[src/rtl/add_out_pkg_hdl.sv]
// Shared types and default constants for the add_out responder.
package add_out_pkg_hdl;

    localparam int ADD_WIDTH_DEFAULT      = 4;
    localparam int FIFO_DEPTH_DEFAULT     = 4;
    localparam int RESULT_LATENCY_DEFAULT = 1;

    // Wide enough for the largest supported latency load value (6).
    localparam int LAT_CNT_W = 3;

    typedef enum logic [1:0] {
        IDLE,
        DRIVE,
        REPORT
    } add_out_resp_state_t;

endpackage

[src/rtl/add_out_op_fifo.sv]
// Synchronous operand-pair FIFO with a registered occupancy count.
module add_out_op_fifo #(
    parameter int WIDTH = 8,
    parameter int DEPTH = 4
) (
    input  logic             clk,
    input  logic             rst,
    input  logic             push,
    input  logic [WIDTH-1:0] push_data,
    input  logic             pop,
    output logic [WIDTH-1:0] head,
    output logic             full,
    output logic             empty
);

    localparam int PTR_W = (DEPTH > 1) ? $clog2(DEPTH) : 1;
    localparam int CNT_W = $clog2(DEPTH + 1);

    logic [WIDTH-1:0] mem [DEPTH];
    logic [PTR_W-1:0] wr_ptr;
    logic [PTR_W-1:0] rd_ptr;
    logic [CNT_W-1:0] count;
    logic             push_ok;
    logic             pop_ok;

    // Flags come from the registered count only, so a full FIFO never takes a push
    // in the same cycle it is popped.
    assign full    = (count == CNT_W'(DEPTH));
    assign empty   = (count == '0);
    assign push_ok = push && !full;
    assign pop_ok  = pop && !empty;
    assign head    = mem[rd_ptr];

    always_ff @(posedge clk) begin
        if (push_ok) begin
            mem[wr_ptr] <= push_data;
        end
    end

    always_ff @(posedge clk) begin
        if (!rst) begin
            wr_ptr <= '0;
            rd_ptr <= '0;
            count  <= '0;
        end else begin
            if (push_ok) begin
                wr_ptr <= (wr_ptr == PTR_W'(DEPTH - 1)) ? '0 : wr_ptr + 1'b1;
            end
            if (pop_ok) begin
                rd_ptr <= (rd_ptr == PTR_W'(DEPTH - 1)) ? '0 : rd_ptr + 1'b1;
            end
            case ({push_ok, pop_ok})
                2'b10:   count <= count + 1'b1;
                2'b01:   count <= count - 1'b1;
                default: count <= count;
            endcase
        end
    end

endmodule

[src/rtl/add_out_responder.sv]
// Buffers operand pairs, drives them to an external adder, samples the
// result after a fixed latency and reports it with a correctness flag.
module add_out_responder
    import add_out_pkg_hdl::*;
#(
    parameter int ADD_WIDTH      = ADD_WIDTH_DEFAULT,
    parameter int FIFO_DEPTH     = FIFO_DEPTH_DEFAULT,
    parameter int RESULT_LATENCY = RESULT_LATENCY_DEFAULT
) (
    input  logic                 clk,
    input  logic                 rst,
    input  logic                 op_valid,
    output logic                 op_ready,
    input  logic [ADD_WIDTH-1:0] op_a,
    input  logic [ADD_WIDTH-1:0] op_b,
    output logic [ADD_WIDTH-1:0] a,
    output logic [ADD_WIDTH-1:0] b,
    input  logic [ADD_WIDTH-1:0] sum_in,
    input  logic                 cout_in,
    output logic                 res_valid,
    input  logic                 res_ready,
    output logic [ADD_WIDTH:0]   res_sum,
    output logic                 res_mismatch,
    output logic                 busy
);

    localparam int PAIR_W = 2 * ADD_WIDTH;

    add_out_resp_state_t    state;
    logic [LAT_CNT_W-1:0]   lat_cnt;
    logic [PAIR_W-1:0]      head;
    logic                   fifo_full;
    logic                   fifo_empty;
    logic                   pop;
    logic [ADD_WIDTH:0]     sampled;
    logic [ADD_WIDTH:0]     expected;

    assign op_ready = !fifo_full;
    assign pop      = (state == IDLE) && !fifo_empty;
    assign busy     = (state != IDLE) || !fifo_empty;
    assign sampled  = {cout_in, sum_in};
    assign expected = {1'b0, a} + {1'b0, b};

    add_out_op_fifo #(
        .WIDTH (PAIR_W),
        .DEPTH (FIFO_DEPTH)
    ) u_fifo (
        .clk       (clk),
        .rst       (rst),
        .push      (op_valid),
        .push_data ({op_a, op_b}),
        .pop       (pop),
        .head      (head),
        .full      (fifo_full),
        .empty     (fifo_empty)
    );

    // Pops happen only from IDLE, so a result handshake always costs one idle cycle.
    always_ff @(posedge clk) begin
        if (!rst) begin
            state        <= IDLE;
            a            <= '0;
            b            <= '0;
            lat_cnt      <= '0;
            res_valid    <= 1'b0;
            res_sum      <= '0;
            res_mismatch <= 1'b0;
        end else begin
            case (state)
                IDLE: begin
                    if (!fifo_empty) begin
                        {a, b}  <= head;
                        lat_cnt <= LAT_CNT_W'(RESULT_LATENCY - 1);
                        state   <= DRIVE;
                    end
                end
                DRIVE: begin
                    if (lat_cnt == '0) begin
                        res_sum      <= sampled;
                        res_mismatch <= (sampled != expected);
                        res_valid    <= 1'b1;
                        state        <= REPORT;
                    end else begin
                        lat_cnt <= lat_cnt - 1'b1;
                    end
                end
                REPORT: begin
                    if (res_ready) begin
                        res_valid <= 1'b0;
                        state     <= IDLE;
                    end
                end
                default: state <= IDLE;
            endcase
        end
    end

endmodule

[config.mk]
export PLATFORM = sky130hd
export DESIGN_NAME = add_out_responder
export DESIGN_NICKNAME = d
export VERILOG_FILES = /design/src/rtl/add_out_pkg_hdl.sv /design/src/rtl/add_out_op_fifo.sv /design/src/rtl/add_out_responder.sv
export SDC_FILE = /design/constraint.sdc
export NUM_CORES = 1
export LEC_CHECK = 0
export ABC_AREA = 1
export BUFFER_PORTS_ARGS = -buffer_cell sky130_fd_sc_hd__buf_4
export CELL_PAD_IN_SITES_DETAIL_PLACEMENT = 1
export CELL_PAD_IN_SITES_GLOBAL_PLACEMENT = 1
export CORE_AREA = 2 2 93 95
export DETAILED_ROUTE_END_ITERATION = 6
export DIE_AREA = 0 0 95 97
export PLACE_DENSITY = 0.57
export SLEW_MARGIN = 20
export SYNTH_ARGS = -nofsm -noshare
export SYNTH_HDL_FRONTEND = slang
export SYNTH_SLANG_ARGS = --single-unit
export TNS_END_PERCENT = 20
[constraint.sdc]
create_clock -name clk -period 3.6 [get_ports clk]
set_clock_uncertainty 0.2 [all_clocks]
set_input_delay 0.36 -clock clk [delete_from_list [all_inputs] [get_ports clk]]
set_output_delay 0.36 -clock clk [all_outputs]
set_load 0.02 [all_outputs]
Yosys cells after proc, flatten, opt, wreduce, memory -nomap -nowiden. Memory sizes are Yosys's and may differ from the RTL's. A register that Yosys moved wholly into a read port is not among the register bits. Index checks and enable logic that the tools add are counted. W data, S select, Z words.

Bits in writable memories: 32. Bits in registers: 19. Word-level logic and storage cells: 62. Output and inout port bits: 17. Input bits: 17. Memories: 1.

Memory list: u_fifo.mem (words 4, width 8, read ports 1, clocked after memory_dff 1, write ports 1, RTL line add_out_op_fifo.sv:19) `logic [WIDTH-1:0] mem [DEPTH];`.

Bitwise gates (word level): 1. Add/sub/neg operators: 6. Multiplexer cells: 15. Equality and inequality tests: 12. Reduce and logical (&&, ||, !) cells: 19.

Operators with widths (number): $pmux W3 S2 (2); $mux W2 (5); $reduce_and A3 Y1 (3); $eq A2 B2 Y1 const B (4); $ne A2 B2 Y1 const B (4); $reduce_bool A2 Y1 (4); $logic_not A3 Y1 (2); $mux W3 (2); $pmux W2 S3 (1); $sub A3 B1 Y3 const B (2); $add A4 B4 Y5 (1); $ne A5 B5 Y1 (1); $add A2 B1 Y2 const B (2); $eq A2 B1 Y1 const B (2); $mux W1 (4); $reduce_and A2 Y1 (2); $add A3 B1 Y3 const B (1); $eq A3 B3 Y1 const B (1); $logic_and A1 B1 Y1 (3); $logic_not A1 Y1 (3); $logic_not A2 Y1 (1); $pmux W1 S2 (1); $logic_or A1 B1 Y1 (1); $not A1 Y1 (1).

Longest topological paths before layout.
Depth after elaboration: 6. Mapped depth: 11. Gate-level depth less buffers: 11.

Cells and area by module. Synthesis repeated with hierarchy kept, for this count alone.

Cells, all modules: 280. Area total of the unflattened synthesis: 2693.8 um2.

Modules (own cells, without submodules): add_out_op_fifo (area each 1692.9 um2, cells an instance 146, sequential area each 1141.1 um2, times used 1); add_out_responder (area each 1001.0 um2, cells an instance 134, sequential area each 400.4 um2, times used 1).

Worst setup path before layout. No wires, ideal clock.

Path type: register to register. Start: register u_fifo.count[0]. End: register u_fifo.count[2]. Arrival time: 1.684 ns. Stages on the path, launching flop included: 11. Required time: 3.278 ns. Buffers on the path: 0. Setup time: 0.122 ns. Path slack: 1.594 ns. Clock period less this slack: 2.006 ns. Path through: dfxtp_1 inv_2 nand3_2 nand2_2 ha_1 inv_1 fa_1 a21oi_1 o21ai_0 o21ai_0 a21oi_1.

Elaborated cells on any way between the ends: 13. Classes of those cells: add/sub (2); eq/ne (3); mux (1); reduce/logical (7).

RTL lines: start, declared (RTL line add_out_op_fifo.sv:22) `logic [CNT_W-1:0] count;`; start signal, assigned (RTL line add_out_op_fifo.sv:53) `2'b10: count <= count + 1'b1;`; start signal, assigned (RTL line add_out_op_fifo.sv:54) `2'b01: count <= count - 1'b1;`; start signal, assigned (RTL line add_out_op_fifo.sv:55) `default: count <= count;`; $eq A3 B3 Y1 * (RTL line add_out_op_fifo.sv:28) `assign full = (count == CNT_W'(DEPTH));`; $logic_not A1 Y1 *; via op_ready (RTL line add_out_responder.sv:13) `output logic op_ready,`; $logic_and A1 B1 Y1 * (RTL line add_out_op_fifo.sv:30) `assign push_ok = push && !full;`; $eq A2 B1 Y1 or $eq A2 B2 Y1 (tied branches) (RTL line add_out_op_fifo.sv:52) `case ({push_ok, pop_ok})`; $pmux W3 S2 or $reduce_bool A2 Y1 (tied branches).

The timed path passes the listed nets; every way through them passes the cells marked *. A chain may end at the register's enable or synchronous reset.

Final worst setup path.
Start: register state[0]. End: register u_fifo.count[2].

Cells in the longest elaborated chain, start to end: 5. Elaborated cells on any way between the ends: 7. Classes of those cells: eq/ne (2); mux (1); reduce/logical (4).

Ends and longest elaborated chain: start, declared (RTL line add_out_responder.sv:29) `add_out_resp_state_t state;`; start signal, assigned (RTL line add_out_responder.sv:61) `state <= IDLE;`; start signal, assigned (RTL line add_out_responder.sv:74) `state <= DRIVE;`; start signal, assigned (RTL line add_out_responder.sv:82) `state <= REPORT;`; $logic_not A2 Y1 * (RTL line add_out_responder.sv:39) `assign pop = (state == IDLE) && !fifo_empty;`; $logic_and A1 B1 Y1 * (RTL line add_out_responder.sv:39); via pop (RTL line add_out_responder.sv:34) `logic pop;`; $logic_and A1 B1 Y1 * (RTL line add_out_op_fifo.sv:31) `assign pop_ok = pop && !empty;`; $eq A2 B1 Y1 or $eq A2 B2 Y1 (tied branches) (RTL line add_out_op_fifo.sv:52); $pmux W3 S2 or $reduce_bool A2 Y1 (tied branches).

Marks and branches as above.

==> tab_implementation.tex <==
\begin{tabular}{lr}
\hline
Metric & Value \\
\hline
\multicolumn{2}{l}{\textbf{Global routing}} \\
Vias in the first global route & 1935 \\
All-Layer GR Usage & 13.3\% \\
Final global-route overflow total & 0 \\
Pin count of the biggest net entering global routing & 25 \\
Antenna violations before repair & 0 \\
Global-route wire length before repair & 9.38 mm \\
\multicolumn{2}{l}{\textbf{Power and ir drop}} \\
Leak & 1.28 nW \\
Highest ir drop seen on vdd & 0.285 mV \\
Total chip power & 2.54 mW \\
Power per unit of standard cell area & 808 nW/um2 \\
\multicolumn{2}{l}{\textbf{Yosys}} \\
Leading post-synthesis cells by cell area & edfxtp\_1, dfxtp\_1, nor2\_1, o21ai\_0, ha\_1 \\
Avg Inst Size Synth & 9.98 um2 \\
Top cell type by total area after synthesis & edfxtp\_1 \\
Warnings, synthesis & 0 \\
Count of state elements after synthesis & 59 \\
Cells after synthesis & 265 \\
Post-Syn Area & 2650 um2 \\
Distinct cell type count of the synthesized netlist & 34 \\
Number of nets in the synthesized netlist & 296 \\
Synth top area share & 36.3\% \\
Sequential share of the synthesized area & 56.8\% \\
\multicolumn{2}{l}{\textbf{Critical path}} \\
Stage delay of the slowest cell on the critical path & 380 ps \\
Worst EP required & 3610 ps \\
Type of element capturing the critical path & flop \\
Reg-to-reg setup timing slack & 1230 ps \\
Cell-by-cell trace of the critical path & nor2\_1, nand2\_2, inv\_2, ha\_1, inv\_1, fa\_1, a21oi\_1, o21ai\_0, o21ai\_0, a21oi\_1 \\
Category of the most critical setup path & flop to flop \\
Cell type group with the largest total delay on the critical path & adder cells \\
Buffers plus inverters on the worst setup path & 2 \\
Critical-path top delay cell & fa\_1 \\
Kind of start point of the critical path & flop \\
Data arrival at the endpoint of the critical path & 2390 ps \\
Critical path fanouts, max & 16 \\
\multicolumn{2}{l}{\textbf{STA}} \\
Worst setup margin & 1230 ps \\
Worst Tran Pin Value & 832 ps \\
Final period demand of the worst path & 2370 ps \\
Unrepaired setup endpoints after global routing & false \\
Endpoints failing setup & 0 \\
Maximum achievable frequency & 422 MHz \\
Setup TNS Final & 0 ps \\
Number of failing hold endpoints at the final stage & 0 \\
Final clock period utilization by the worst path & 65.9\% \\
Max Transition Viols Final & 0 \\
Slew margin rel. & 44.3\% \\
\multicolumn{2}{l}{\textbf{Layout}} \\
Core occupancy in the finished layout & 38.7\% \\
Count of antenna diodes in the layout & 0 \\
Area growth from synthesis to final layout & 18.9\% \\
Nets & 333 \\
Non-filler cells in the finished layout & 412 \\
Leading cell type in the layout, fill and taps excluded & nor2\_1 \\
Share of final-layout standard cells stronger than drive strength 1 & 21.2\% \\
Most frequent cells in the layout & nor2\_1, buf\_4, edfxtp\_1 \\
\multicolumn{2}{l}{\textbf{Clock tree}} \\
Post-CTS Hold Fix Bufs & 0 \\
Worst-Skew Late Latency & 340 ps \\
Maximum level of the CTS H-tree & 3 \\
Maximum number of buffers from clock root to sink & 2 \\
CTS tree & built \\
Number of buffers added for setup after CTS & 0 \\
Clock-pin slew on the worst setup and hold paths & 80 ps \\
Number of buffers added by the clock tree synthesis step & 9 \\
Sink count of the clock tree & 59 \\
Cell at the root of the clock tree & clkbuf\_8 \\
Post-CTS sizing & 0 \\
\multicolumn{2}{l}{\textbf{Placement}} \\
Worst setup slack after placement & 1220 ps \\
HPWL Detailed & 3.93 mm \\
Placed cell count & 396 \\
Count of buffers inserted at the top-level ports & 33 \\
Weighted congestion reported at the end of routability-driven placement & 0.698 \\
\multicolumn{2}{l}{\textbf{Detailed routing}} \\
Number of remaining DRC errors & 0 \\
Number of detailed-routing iterations run before antenna repair & 4 \\
Ratio of routed vias to standard cells & 4.60 \\
Vias post-DR & 1894 \\
Average routed wire per standard cell & 13.6 um \\
ANT nets after route & 0 \\
Total wire length after detailed routing & 5.59 mm \\
Number of design-rule violations left by the first detailed-router iteration & 62 \\
\multicolumn{2}{l}{\textbf{Run}} \\
Max-cap violation count & 0 \\
\multicolumn{2}{l}{\textbf{Floorplanning}} \\
Overall die width & 95 um \\
I/O Pins & 34 \\
Die span in y & 97 um \\
Rows & 33 \\
Starting Density & 32.5\% \\
Die Outline Area & 9220 um2 \\
Core box area & 8130 um2 \\
\multicolumn{2}{l}{\textbf{Outcome}} \\
Outcome & finished clean \\
\multicolumn{2}{l}{\textbf{Min path}} \\
Class of the most critical hold timing path & input port to flop \\
\hline
\end{tabular}
state kept, by name, indices dropped and copies added (netlist names), 2 cells and up:
signal / count
b: 4
state: 2
lat_cnt: 3
a: 4
u_fifo.rd_ptr: 2
u_fifo.count: 3
res_sum: 5
u_fifo.mem: 32
u_fifo.wr_ptr: 2
per-stage QoR:
| stage | hold slack, ps | instance area (um2) |
|---|---|---|
| after floorplan | 207 | 2650 |
| after global placement | 215 | 2940 |
| after detailed placement | 220 | 2940 |
| after CTS | 7.38 | 3150 |
| after global routing | 6.66 | 3150 |
| final | 18.8 | 3150 |
report_power, final:
part           internal, mW  leakage [nW]  switching, mW  total [mW]
Sequential            0.855         0.516          0.117       0.972
Combinational         0.358         0.681          0.595       0.953
Clock                 0.322        0.0881          0.293       0.615
Total                  1.54          1.28           1.01        2.54
worst register-to-register path: stages, from the launching register on:
cell and delay (ps):
dfxtp_1 340, nor2_1 190, nand2_2 240, inv_2 200, ha_1 160, inv_1 70, fa_1 380, a21oi_1 140
o21ai_0 110, o21ai_0 160, a21oi_1 60
synth_stat cells:
master,n
o21ai_1,5
a211oi_1,1
buf_2,1
nor2_1,46
and2_1,1
xnor2_1,2
a21oi_2,3
nand2_2,3
edfxtp_1,32
buf_8,1
nor3_1,1
inv_8,1
buf_12,1
inv_1,26
clkbuf_1,1
nor2_2,2
clkbuf_8,1
o22ai_2,1
inv_2,4
o21ai_0,31
o31ai_1,1
or2_2,1
nand3_1,9
o21a_1,1
fa_1,2
xor2_1,1
ha_1,12
dfxtp_1,27
nand2_1,22
buf_6,2
nand4_1,2
nand3_2,1
o22ai_1,8
a21oi_1,12
routing by layer:
metal / share of wire (%) / up-vias / track usage (%)
met3: 5.0 / 5 / 4.21
met5: 0 / - / 0
met1: 47 / 890 / 17.3
met4: 1.7 / 0 / 5.02
li1: - / 968 / -
met2: 46 / 31 / 20.5
cell families (layout without fill, tap and decap cells):
kind of cell	count (synthesis)	after routing	share of synthesized area, %
buffers and inverters	38	80	7.71
flip-flops	59	59	56.8
AO/OA/AOI/OAI	63	63	13.3
adder cells (fa/ha/maj)	14	14	7.19
AND/OR/NAND/NOR	88	88	14.0
XOR/XNOR	3	3	0.994
final timing paths:
| check | endpoint | from | cells past startpoint |
|---|---|---|---|
| setup / recovery | u_fifo.count[2] | state[0] | 10 |
| hold / removal | u_fifo.mem[1][1] | op_b[1] | 1 |
| setup reg to reg | u_fifo.count[2] | state[0] | 10 |
| hold reg to reg | lat_cnt[0] | lat_cnt[0] | 1 |
layout make-up:
type	instances	area [um2]
clock buffer	9	124
clock inverter	7	77.6
fill	933	4990
inverter	31	124
multi-input combinational	168	940
sequential	59	1500
tap	105	131
timing repair buffer	33	248
Power figures use the tool's default switching activity.
